--- config.mk ---
export PLATFORM = sky130hd
export DESIGN_NAME = serial_word_collector
export DESIGN_NICKNAME = d
export VERILOG_FILES = /design/src/rtl/shift_pkg.sv /design/src/rtl/serial_word_collector_out_buffer.sv /design/src/rtl/serial_word_collector.sv
export SDC_FILE = /design/constraint.sdc
export NUM_CORES = 1
export LEC_CHECK = 0
export ABC_AREA = 1
export CAP_MARGIN = 20
export CORE_UTILIZATION = 45
export DETAILED_ROUTE_END_ITERATION = 16
export MAX_ROUTING_LAYER = met4
export PLACE_DENSITY = 0.69
export SKIP_LAST_GASP = 1
export SYNTH_ARGS = -nofsm -noshare
export SYNTH_HDL_FRONTEND = slang
export SYNTH_SLANG_ARGS = --single-unit
--- constraint.sdc ---
create_clock -name clk -period 1.45 [get_ports clk]
set_input_delay 0.145 -clock clk [delete_from_list [all_inputs] [get_ports clk]]
set_output_delay 0.145 -clock clk [all_outputs]
set_load 0.05 [all_outputs]
--- src/rtl/shift_pkg.sv ---
// Shared encodings for the serial word collector: FSM states and bit-order values.
package shift_pkg;

    typedef enum logic [1:0] {
        ST_IDLE    = 2'd0,
        ST_COLLECT = 2'd1,
        ST_PARITY  = 2'd2
    } state_t;

    localparam logic ORDER_MSB_FIRST = 1'b0;
    localparam logic ORDER_LSB_FIRST = 1'b1;

endpackage

--- src/rtl/serial_word_collector_out_buffer.sv ---
// One-entry valid/ready holding register; a completion that finds the entry
// full and not being popped is dropped and recorded in the sticky overflow flag.
module out_buffer #(
    parameter int W = 16
) (
    input  logic         clk,
    input  logic         reset,
    input  logic         clear,
    input  logic         load,
    input  logic [W-1:0] load_data,
    input  logic         load_par,
    input  logic         word_ready,
    output logic [W-1:0] word_out,
    output logic         word_valid,
    output logic         parity_err,
    output logic         overflow
);

    always_ff @(posedge clk or posedge reset) begin
        if (reset) begin
            word_out   <= '0;
            word_valid <= 1'b0;
            parity_err <= 1'b0;
            overflow   <= 1'b0;
        end else begin
            if (load) begin
                // A pop on the same edge frees the slot, so the new word wins.
                if (!word_valid || word_ready) begin
                    word_out   <= load_data;
                    parity_err <= load_par;
                    word_valid <= 1'b1;
                end else begin
                    overflow <= 1'b1;
                end
            end else if (word_valid && word_ready) begin
                word_valid <= 1'b0;
            end
            if (clear)
                overflow <= 1'b0;
        end
    end

endmodule

--- src/rtl/serial_word_collector.sv ---
// Serial-to-parallel collector: assembles W-bit words from a bit stream in either order.
// Define SERIAL_COLLECTOR_PARITY_EN to append an even-parity bit to each frame.
module serial_word_collector
    import shift_pkg::*;
#(
    parameter int W = 16
) (
    input  logic                   clk,
    input  logic                   reset,
    input  logic                   clear,
    input  logic                   bit_in,
    input  logic                   bit_valid,
    input  logic                   lsb_first,
    output logic [W-1:0]           word_out,
    output logic                   word_valid,
    input  logic                   word_ready,
    output logic                   parity_err,
    output logic                   overflow,
    output logic                   busy,
    output logic [$clog2(W+1)-1:0] bit_count
);

    localparam int CW = $clog2(W+1);

    state_t         state;
    logic [W-1:0]   acc;
    logic           order;
    logic           eff_order;
    logic [W-1:0]   shifted;
    logic           take;
    logic           complete;
    logic [W-1:0]   complete_word;
    logic           complete_par;

    // Order is taken live on the first bit of a frame, then held for the rest.
    always_comb begin
        eff_order = (state == ST_IDLE) ? lsb_first : order;
        shifted   = (eff_order == ORDER_LSB_FIRST) ? {bit_in, acc[W-1:1]}
                                                   : {acc[W-2:0], bit_in};
    end

    assign take = bit_valid && !clear;

`ifdef SERIAL_COLLECTOR_PARITY_EN
    assign complete      = take && (state == ST_PARITY);
    assign complete_word = acc;
    assign complete_par  = ^{acc, bit_in};
`else
    assign complete      = take && (state == ST_COLLECT) && (bit_count == CW'(W-1));
    assign complete_word = shifted;
    assign complete_par  = 1'b0;
`endif

    always_ff @(posedge clk or posedge reset) begin
        if (reset) begin
            state     <= ST_IDLE;
            acc       <= '0;
            order     <= ORDER_LSB_FIRST;
            bit_count <= '0;
        end else if (clear) begin
            state     <= ST_IDLE;
            bit_count <= '0;
        end else if (bit_valid) begin
            case (state)
                ST_IDLE: begin
                    order     <= lsb_first;
                    acc       <= shifted;
                    bit_count <= CW'(1);
                    state     <= ST_COLLECT;
                end
                ST_COLLECT: begin
                    acc <= shifted;
                    if (bit_count == CW'(W-1)) begin
`ifdef SERIAL_COLLECTOR_PARITY_EN
                        bit_count <= CW'(W);
                        state     <= ST_PARITY;
`else
                        bit_count <= '0;
                        state     <= ST_IDLE;
`endif
                    end else begin
                        bit_count <= bit_count + CW'(1);
                    end
                end
                default: begin
                    bit_count <= '0;
                    state     <= ST_IDLE;
                end
            endcase
        end
    end

    assign busy = (state != ST_IDLE);

    out_buffer #(.W(W)) u_out_buffer (
        .clk        (clk),
        .reset      (reset),
        .clear      (clear),
        .load       (complete),
        .load_data  (complete_word),
        .load_par   (complete_par),
        .word_ready (word_ready),
        .word_out   (word_out),
        .word_valid (word_valid),
        .parity_err (parity_err),
        .overflow   (overflow)
    );

endmodule

Word level (Yosys, flattened, before mapping)
Index checks and enable logic that the tools add are counted.
Word-level totals
  register bits after elaboration: 42
  bits of input ports: 7
  output and inout port bits: 25
  logic and storage cells: 49
Operators by class
  add/sub/neg operators: 1
  equality and inequality tests: 5
  multiplexer cells: 16
  bitwise gates (word level): 1
  reductions and logical operators: 19
Operators with widths (count)
  16-bit 2-to-1 mux: 1
  5-bit 2-to-1 mux: 3
  5-bit one-hot mux with 2 select lines: 1
  2-bit AND reduction: 5
  2-bit nonzero test: 4
  1-bit 2-to-1 mux: 7
  2-bit 2-to-1 mux: 3
  5-bit by 1-bit adder with 5-bit output, second input constant: 1
  5-bit by 4-bit == test with 1-bit output, second input constant: 1
  1-bit logical AND: 4
  2-bit one-hot mux with 2 select lines: 1
  3-bit by 2-bit != test with 1-bit output, second input constant: 1
  3-bit AND reduction: 1
  2-bit by 1-bit == test with 1-bit output, second input constant: 1
  1-bit zero test: 2
  2-bit zero test: 1
  2-bit by 1-bit != test with 1-bit output, second input constant: 1
  2-bit != test, second input constant: 1
  2-bit OR reduction: 1
  1-bit logical OR: 1
  1-bit inverter: 1

Logic depth before layout (Yosys ltp)
  word-level depth: 6
  gate-level depth with buffers: 8
  mapped depth without buffers: 7

Hierarchy
From an unflattened synthesis, not the netlist that was laid out.
Second synthesis, totals
  cell total of the unflattened synthesis: 270
  area total of the unflattened synthesis: 2142.1 µm²
Modules (own cells, without submodules)
  serial_word_collector: times used 1, cells an instance 188, area an instance 1345.0 µm², seq. area each 576.8 µm²
  out_buffer: times used 1, cells an instance 82, area an instance 797.0 µm², seq. area each 475.5 µm²

Worst setup path after synthesis
Ideal clock, no wire load.
  path type: register to register
  start: register bit_count[0]
  end: register u_out_buffer.word_out[0]
  setup time: 0.118 ns
  arrival time: 1.614 ns
  required time: 1.332 ns
  slack: -0.282 ns
  cell stages (with the launch flop): 8
  buffers on the path: 1
  period minus slack after synthesis: 1.732 ns
  cell sequence: dfrtp_1 > ha_1 > nand3_1 > nor2_2 > nand3_4 > buf_6 > nand2_1 > nand2_1
Between the ends
  cells in the longest elaborated chain, start to end: 3
Ends and longest elaborated chain
  from (decl): line serial_word_collector.sv:20  | output logic [$clog2(W+1)-1:0] bit_count
  from (signal assigned): line serial_word_collector.sv:82  | bit_count <= bit_count + CW'(1);
  5-bit by 4-bit == test with 1-bit output: line serial_word_collector.sv:49  | assign complete = take && (state == ST_COLLECT) && (bit_count == CW'(W-1));
  1-bit logical AND: line serial_word_collector.sv:49
  2-bit AND reduction (no line)
  to (signal assigned): line serial_word_collector_out_buffer.sv:29  | word_out <= load_data;
  to (decl): line serial_word_collector_out_buffer.sv:13  | output logic [W-1:0] word_out,
No other way between the ends.
A chain may end at the register's enable or synchronous reset.

Worst setup path in the final report
  start: register bit_count[1]
  end: register u_out_buffer.word_out[10]
The elaborated chain is that of the path after synthesis.

==> metrics.txt <==
data arrival time of the critical path=1610 ps; flip-flop cell with the highest count after synthesis=dfrtp_1; number of instances in the placed design=332; Cell Chain, Critical Path=ha_4, nand4_2, nor2_8, nand3_1, nand2_1; area of the placeable core=4115 µm²; final hold slack=201.4 ps; area leader, netlist=dfrtp_1; post-synthesis async set-or-reset flop share=1.000; Syn Inst Count=248; residual overflow from global routing=0; maximum count of clock buffers along a single path=2; most instantiated library cell after synthesis=nand2_1; count of final setup violators=0; final clock skew=7.996 ps; final number of max-transition violations=0; number of global-route vias before repair=1512; fraction of synthesized cell area taken by the top area cell type=0.5031; largest net degree at the start of global routing=42; routed vias=1715; horizontal extent of the die=68.49 µm; CTS H-tree depth=2; CP peak stage delay=440 ps; number of nets in the final layout=297; ANT nets after route=0; post-cts resize count=0; first-pass GRT wire length=7.031 mm; Post-Syn Area=1989 µm²; critical path type=reg -> reg; Min-Delay Path Class=in -> async; critical path data required time=1680 ps; DP Worst Slack=-10.57 ps; DR pass1 iterations=4; overall die height=68.49 µm; final worst path period share=0.9518; startpoint type of the worst setup path=flip-flop; number of synthesized register bits=41; Port-buffer cells=30; top cell types by occurrence after synthesis=nand2_1, dfrtp_1, nand3_1, inv_1, nor2_1; Worst Slack Setup Final=69.90 ps; post-detailed-placement half-perimeter wirelength=3.052 mm; drt first-iter violations=108; overall fraction of global-route tracks in use=0.2157; number of buffers and inverters on the critical path=0; Mapped Avg Cell Area=8.022 µm²; Final Hold Violating Endpoints=0; distinct cell type count of the synthesized netlist=25; synth top area cells=dfrtp_1, nand2_1, nand3_1; non-filler cells, final=340; last weighted congestion value of the routability-driven placer=0.8114; Critical Path Fanout Max=16; wire length after detailed routing=4.353 mm; clk root buf=clkbuf_8; kind of cell adding the most delay to the critical path=simple AND/OR/NAND/NOR gates; IR drop worst, VDD=513.7 µV; starting density of the core=0.4834; routed vias/inst=5.044; Seq/Total Area, Yosys=0.5164; initial antenna violation count=0; later-pin clock latency in the skew report=300 ps; areal power density over the cells=972.2 nW/µm²; area enclosed by the die boundary=4691 µm²; average routed wire per standard cell=12.80 µm; Leakage=1.417 nW; total I/O pin count=32; remaining design rule violation count=0; max-cap check violation count=0; number of flops mapped to enable cells by yosys=0; Syn-to-layout area delta=27.92%; # hold bufs at CTS=0; Ys Warns=0; clock tree from TritonCTS=built; core utilization of the finished layout=0.6184; RSZ-0062 raised after global routing=no; filler cell count in the final layout=350; status=finished, final reports clean; share of layout cells above drive strength 1=0.2310; syn_nets=256; cts bufs inserted=5; count of clock tree sinks=41; Cell Rows=23; diode insertion count for antenna repair=0; slowest stage cell, crit path=dfrtp_2; minimum period implied by the final worst setup slack=1380 ps; number of buffers inserted to repair setup after CTS=0; critical path capture point type=flip-flop; Clock transition at path regs=80 ps; fmax=724.6 MHz
worst paths after layout:
check | startpoint | to | cells after the start | slack [ps]
min in group clk | u_out_buffer.word_out[5]$_DFFE_PP0P_ | u_out_buffer.word_out[5]$_DFFE_PP0P_ | 2 | 480
max reg2reg | bit_count[1]$_DFFE_PP0P_ | u_out_buffer.word_out[10]$_DFFE_PP0P_ | 5 | 70
min reg2reg | u_out_buffer.word_out[5]$_DFFE_PP0P_ | u_out_buffer.word_out[5]$_DFFE_PP0P_ | 2 | 480
min | reset | u_out_buffer.word_out[3]$_DFFE_PP0P_ | 3 | 200
max in group asynchronous | reset | order$_DFFE_PP1N_ | 3 | 970
max | bit_count[1]$_DFFE_PP0P_ | u_out_buffer.word_out[10]$_DFFE_PP0P_ | 5 | 70
cell type report:
type                    count  area (µm²)  share of cell area
clock inverters             3       17.52            0.006883
multi-input cells         188       885.9              0.3481
clock buffers               5       68.82             0.02704
flip-flops and latches     41        1035              0.4066
inverters                  10       37.54             0.01475
well taps                  50       62.56             0.02458
repair buffers             43       437.9              0.1721
cells by family (layout without fill, tap and decap cells):
family                     count (synthesis)  in the layout  share of synthesized area
AOI/OAI and AO/OA                          5              5                    0.01572
other                                      1              1                   0.001885
adders and majority gates                  1              1                   0.006288
xor gates and xnor gates                   1              1                   0.004403
and+or+nand+nor                          180            180                     0.4019
DFF                                       41             41                     0.5164
buffers and inverters                     19             61                    0.05346
layout by cell type, fill, tap and decap left out, types with 3 or more instances in the layout:
cell / instances
nand2_1: 127
nand3_1: 35
nand2_4: 3
nor2_1: 6
dfrtp_2: 6
buf_12: 8
clkdlybuf4s50_1: 6
dfrtp_1: 34
inv_1: 7
clkbuf_8: 5
buf_4: 29
worst register-to-register path: cells and delay by family (launching register included):
family                     cells  cell delay (ps)
adders and majority gates      1              180
and+or+nand+nor                4              690
DFF                            1              440
metal layers:
layer,up-vias,track usage,share of wire
li1,866,-,-
met1,787,0.3007,0.48
met2,56,0.3088,0.45
met3,6,0.04934,0.056
met4,0,0.07031,0.014
met5,-,-,0
power by group:
group | total, W | internal, W | leakage (nW) | switching, W
logic | 0.000439 | 0.000170 | 0.821 | 0.000269
registers | 0.00129 | 0.00123 | 0.552 | 0.0000630
clock network | 0.000746 | 0.000332 | 0.0439 | 0.000414
through the flow:
step | TNS, ps | power, W | instance area, µm²
3_5_place_dp | -10.62 | 0.001748 | 2459
2_1_floorplan | -70.20 | 0.001583 | 2027
6_report | 0 | 0.002474 | 2545
5_1_grt | 0 | 0.002605 | 2545
3_3_place_gp | 0 | 0.001746 | 2459
4_1_cts | 0 | 0.002495 | 2545
registers in the layout (all words and copies together) (netlist names):
name,count
state,1
u_out_buffer.word_out,16
u_out_buffer.overflow,1
bit_count,5
order,1
u_out_buffer.word_valid,1
acc,16
Note: power is estimated with default switching activity, not from simulation.
==> RTL change 1: new RTL, same flow settings <==
Add a define of `SERIAL_COLLECTOR_PARITY_EN`.
--- a/src/rtl/serial_word_collector.sv
+++ b/src/rtl/serial_word_collector.sv
@@ -1,5 +1,7 @@
 // Serial-to-parallel collector: assembles W-bit words from a bit stream in either order.
 // Define SERIAL_COLLECTOR_PARITY_EN to append an even-parity bit to each frame.
+`define SERIAL_COLLECTOR_PARITY_EN
+
 module serial_word_collector
     import shift_pkg::*;
 #(
Check against the original RTL: no difference found for any inputs over 10 cycles, from zero or initial values and one cycle with reset high; that may be too few to reach the edited logic, so the function may still have changed.
==> RTL change 1 against the unedited design <==
  * Sequential cell count is 2 higher
  * Non-clock buffer count is 6 higher
  * Maximum frequency hardly changed
  * Global-route usage is 3.1 points lower
  * Die area is 11% higher
  * First-iteration DRC count is 0.93% lower
  * Core utilization is 1.7 points lower
  * Design area is 12% higher
  * Highest routed layer unchanged
  * Count of clock-buffer cells in the layout stayed put
  * Routed wire length is 3.8% lower
  * Synthesized area is 11% higher
  * Critical path type unchanged
  * Setup slack worse by 0.00091 ns
Power is not compared: it rests on default switching activity, and its combinational part moved more than twofold at a synthesized area within 25%.
==> RTL change 1: results (changes against the unedited design) <==
| Metric | Value |
|---|---|
| Worst slack, placed | `-0.164 ns (-0.153 ns)` |
| Global placer's final weighted congestion | `0.818 (+0.78%)` |
| Clock slew at reported path FFs | `~0.09 ns` |
| Via-per-instance ratio | `4.75 (-5.9%)` |
| DR pass1 iterations | `4 (unchanged)` |
| Total track usage | `0.184 (-0.0315)` |
| Synth cell count leaders | `nand2_1, dfrtp_1, inv_1` |
| Antenna diode count | `0 (unchanged)` |
| DRC violation count after routing | `0 (unchanged)` |
| CTS H-tree lvls | `2 (unchanged)` |
| Vias in the first global route | `1673 (+11%)` |
| Top cells by area, synth | `dfrtp_1, nand2_1, inv_1` |
| CP Class | `reg2reg` |
| Arr. time, crit path | `1.56 ns (-0.05 ns)` |
| Worst hold path class | `in2async` |
| Crit-path max FO | `4 (-12)` |
| Top FF cell, synth | `dfrtp_1` |
| DP HPWL | `3050 µm (-0.15%)` |
| Largest delay share family, worst path | `flip-flops` |
| Worst slew pin tran | `0.287 ns` |
| DRT iter0 DRCs | `107 (-0.93%)` |
| Top flop regs | `acc: 16 flops, u_out_buffer.word_out: 16 flops, bit_count: 5 flops` |
| Port bufs | `31 (+3.3%)` |
| Net count after synthesis | `283 (+11%)` |
| Post-CTS Repair Setup Buffers | `0 (unchanged)` |
| Clk root buf | `clkbuf_8` |
| Setup slack, reg-to-reg | `0.07 ns` |
| First-pass GRT wire length | `7310 µm (+4.0%)` |
| Ys async rst share | `1.00 (unchanged)` |
| Peak supply drop | `0.755 mV` |
| Period utilization | `0.952 (about the same)` |
| Worst reg2reg endpoint | `state[0]` |
| Initial antenna violation count | `0 (unchanged)` |
| Synthesized netlist cell count | `274 (+10%)` |
| Total CTS buffers | `5 (unchanged)` |
| Pleak | `1.41 nW` |
| Max Buffers Root-to-Sink | `2 (unchanged)` |
| WL/cell | `10.7 µm (-16%)` |
| Largest net degree at the start of global routing | `44 (+4.8%)` |
| Slowest stage delay, CP | `0.39 ns (-0.05 ns)` |
| NumNets Final | `331 (+11%)` |
| Post-synth cell types | `27 (+8.0%)` |
| Layout cells sized above 1 | `0.248 (+0.0166)` |
| Worst reg2reg path depth | `6 (+1)` |
| Worst setup startpoint | `bit_count[1]` |
| Status | `finished, final reports clean` |
| YS warnings | `0 (unchanged)` |
| Worst Skew | `0.00686 ns (-0.00114 ns)` |
| Crit-path slowest cell | `dfrtp_2` |
| Post-synthesis sequential area ratio | `0.487 (-0.0291)` |
| Clk_lat worst skew | `0.30 ns (about the same)` |
RTL change 1: changes by cell type after synthesis, moves of 3 or more:
cell	change
buf_2	-3
inv_1	+29
nand2_1	-48
nand2_4	-3
nand3_1	-28
nor2_1	+21
o21ai_0	+9
o21ai_1	+14
o21ai_2	+12
o22ai_1	+18
RTL change 1: per-stage QoR:
| stage | hold WS (ns) | instance area, µm² | instances |
|---|---|---|---|
| final | 0.198 | 2840 | 390 |
| after global routing | 0.235 | 2840 | 390 |
| after CTS | 0.202 | 2830 | 390 |
| after detailed placement | 0.469 | 2740 | 382 |
| after global placement | 0.467 | 2740 | 382 |
| after floorplan | 0.244 | 2230 | 274 |
RTL change 1: final cells by class:
cell class,instances,area [µm²]
clock buffers,5,68.8
flip-flops and latches,43,1080
clock inverters,3,23.8
fillers,430,1880
repair buffers,49,499
inverters,39,151
multi-input cells,184,935
well taps,67,83.8
RTL change 1: worst min path at each step:
stage,to,startpoint,slack [ns]
floorplan,u_out_buffer.overflow,clear,0.24
global placement,u_out_buffer.parity_err,u_out_buffer.parity_err,0.47
detailed placement,u_out_buffer.parity_err,u_out_buffer.parity_err,0.47
CTS,bit_count[3],reset,0.20
global route,bit_count[3],reset,0.24
finish,u_out_buffer.word_out[13],reset,0.20
RTL change 1: cells by family (layout without fill, tap and decap cells):
family	Yosys count	in the layout	share of synthesized area
XOR/XNOR	3	3	0.0119
buffers and inverters	47	96	0.0996
AO/OA/AOI/OAI	57	57	0.166
adder cells (fa/ha/maj)	2	2	0.0113
flip-flops	43	43	0.487
AND/OR/NAND/NOR	122	122	0.224
RTL change 1: per-layer routing:
layer,track usage,vias up,part of all wire
met2,0.300,47,0.48
met1,0.232,830,0.47
met5,-,-,0
li1,-,970,-
met4,0.0545,0,0.0069
met3,0.0389,4,0.048
RTL change 1: power breakdown:
part	leakage (nW)	switching (mW)	total [mW]	internal, mW
Sequential	0.548	0.346	1.96	1.61
Clock	0.0408	0.440	0.784	0.344
Combinational	0.825	1.85	2.80	0.951
RTL change 1: worst register-to-register path, cell delays in order, from the launching register on:
cell and delay, ns:
dfrtp_2 0.39, ha_4 0.14, and3_1 0.16, ha_1 0.15, inv_1 0.05, a21oi_2 0.25, o22ai_1 0.11
RTL change 1: timing repair:
item,in CTS,in global routing
hold buffers,0,0
gates resized for setup,0,5
setup endpoints to repair,0,24
==> RTL change 2: new RTL, same settings <==
Made on the original files. The 3 states of `state_t` get a one-hot encoding in 3 bits.
--- a/src/rtl/shift_pkg.sv
+++ b/src/rtl/shift_pkg.sv
@@ -1,10 +1,10 @@
 // Shared encodings for the serial word collector: FSM states and bit-order values.
 package shift_pkg;
 
-    typedef enum logic [1:0] {
-        ST_IDLE    = 2'd0,
-        ST_COLLECT = 2'd1,
-        ST_PARITY  = 2'd2
+    typedef enum logic [2:0] {
+        ST_IDLE    = 3'b001,
+        ST_COLLECT = 3'b010,
+        ST_PARITY  = 3'b100
     } state_t;
 
     localparam logic ORDER_MSB_FIRST = 1'b0;
Behaviour: no difference found for any inputs over 10 cycles, from zero or initial values and one cycle with reset high; not proved beyond that.
==> RTL change 2 against the unedited design <==
  * Clock skew is 0.0040 ns lower
  * Sequential cell count increased by 1
  * Via count rose by 11%
  * First-iteration DRC count is 22% higher
  * Non-clock buffer count up 10
  * The flow now finishes with violations (setup timing)
  * Setup slack got worse by 0.078 ns
  * Routed wire length rose by 13%
  * Synthesized area is 5.7% higher
  * Design area increased by 14%
Power is not compared: it rests on default switching activity, and its combinational part moved more than twofold at a synthesized area within 25%.
==> RTL change 2: results (changes against the unedited design) <==
| Metric | Value |
|---|---|
| Status | `complete, but fails checks` |
| Violated checks | `setup timing` |
| CTS H-tree lvls | `2 (unchanged)` |
| Non-clock buffer count | `53 (+23%)` |
| Synth Area in XOR/XNOR | `0 (-0.00440)` |
| Top cells by area, synth | `dfrtp_1, nand2_1, nand3_1` |
| Placed instance count | `359 (+8.1%)` |
| Layout fillers | `375 (+7.1%)` |
| Net count after synthesis | `277 (+8.2%)` |
| Placed inst area | `2700 µm² (+9.9%)` |
| Total track usage | `0.222 (+0.00607)` |
| Adder-cell share of the synthesized area | `0.0178 (+0.0116)` |
| Largest delay share family, worst path | `flip-flops` |
| Multi-input gates | `202 (+7.4%)` |
| Final Non-Filler Cells | `369 (+8.5%)` |
| Setup violations, final | `1 (+1)` |
| Multi-input gate share of total cell area | `0.368 (+0.0195)` |
| DR pass1 iterations | `4 (unchanged)` |
| Global placer's final weighted congestion | `0.808 (-0.39%)` |
| Total vias in the final route | `1911 (+11%)` |
| Routed WL | `4910 µm (+13%)` |
| Layout cells sized above 1 | `0.315 (+0.0844)` |
| Worst Skew | `0.00401 ns (-0.00398 ns)` |
| Slowest stage delay, CP | `0.56 ns (+0.12 ns)` |
| Arr. time, crit path | `1.31 ns (-0.30 ns)` |
| Fraction of area in registers | `0.365 (-0.0416)` |
| Clk_lat worst skew | `slightly below 0.3 ns` |
| NumNets Final | `327 (+10%)` |
| CTS Sinks | `42 (+2.4%)` |
| Synthesized netlist cell count | `267 (+7.7%)` |
| DRT iter0 DRCs | `132 (+22%)` |
| Fin Setup TNS | `-0.00827 ns (-0.00827 ns)` |
| Logic inverters | `13 (+3)` |
| Non-clock buffer share of cell area | `0.199 (+0.0272)` |
| Synth cell count leaders | `nand2_1, dfrtp_1, nand3_1` |
| Clock slew at reported path FFs | `0.08 ns (about the same)` |
| CTS resizes | `5 (+5)` |
| Worst setup margin | `-0.00827 ns (-0.0782 ns)` |
| Crit-path slowest cell | `dfstp_2` |
| Largest net degree at the start of global routing | `43 (+2.4%)` |
| Port bufs | `30 (unchanged)` |
| Met2 WL | `2350 µm (+21%)` |
| DP HPWL | `3290 µm (+7.7%)` |
| Post-synthesis sequential area ratio | `0.501 (-0.0155)` |
| TAP cells | `52 (+4.0%)` |
| Synth Area in Compound Gates | `0.0529 (+0.0372)` |
| Met3 WL post-DR | `210 µm (-13%)` |
| Worst slack, placed | `-0.0668 ns (-0.0562 ns)` |
| Vias in the first global route | `1802 (+19%)` |
| Area Overhead vs Synth | `37.9%` |
| Worst hold path class | `in2async` |
| Max Buffers Root-to-Sink | `2 (unchanged)` |
| First-pass GRT wire length | `8410 µm (+20%)` |
| Clock-cell share of area | `0.0272 (-0.00674)` |
| Crit-path max FO | `3 (-13)` |
| M1 wire length | `2290 µm (+8.9%)` |
-- RTL change 2: report_power, final --
part | switching [mW] | internal (mW) | total, mW
combinational | 0.648 | 0.494 | 1.14
sequential | 0.128 | 1.34 | 1.46
clock | 0.389 | 0.323 | 0.713
total | 1.17 | 2.15 | 3.32
-- RTL change 2: path summary, 6_finish.rpt --
check                                          start                         to  slack (ns)  cells past startpoint
min                                            reset   u_out_buffer.word_out[5]        0.21                      3
min in group clk           u_out_buffer.word_out[15]  u_out_buffer.word_out[15]        0.48                      2
max in group asynchronous                      reset                      order        0.98                      3
max                                         state[0]                       busy      -0.008                      4
max reg2reg                                 state[0]                     acc[8]        0.04                      9
min reg2reg                u_out_buffer.word_out[15]  u_out_buffer.word_out[15]        0.48                      2
-- RTL change 2: layer usage --
layer | GRT usage | vias to the layer above
li1 | - | 964
met1 | 0.311 | 899
met2 | 0.325 | 42
met3 | 0.0404 | 6
met4 | 0.0711 | 0
met5 | - | -
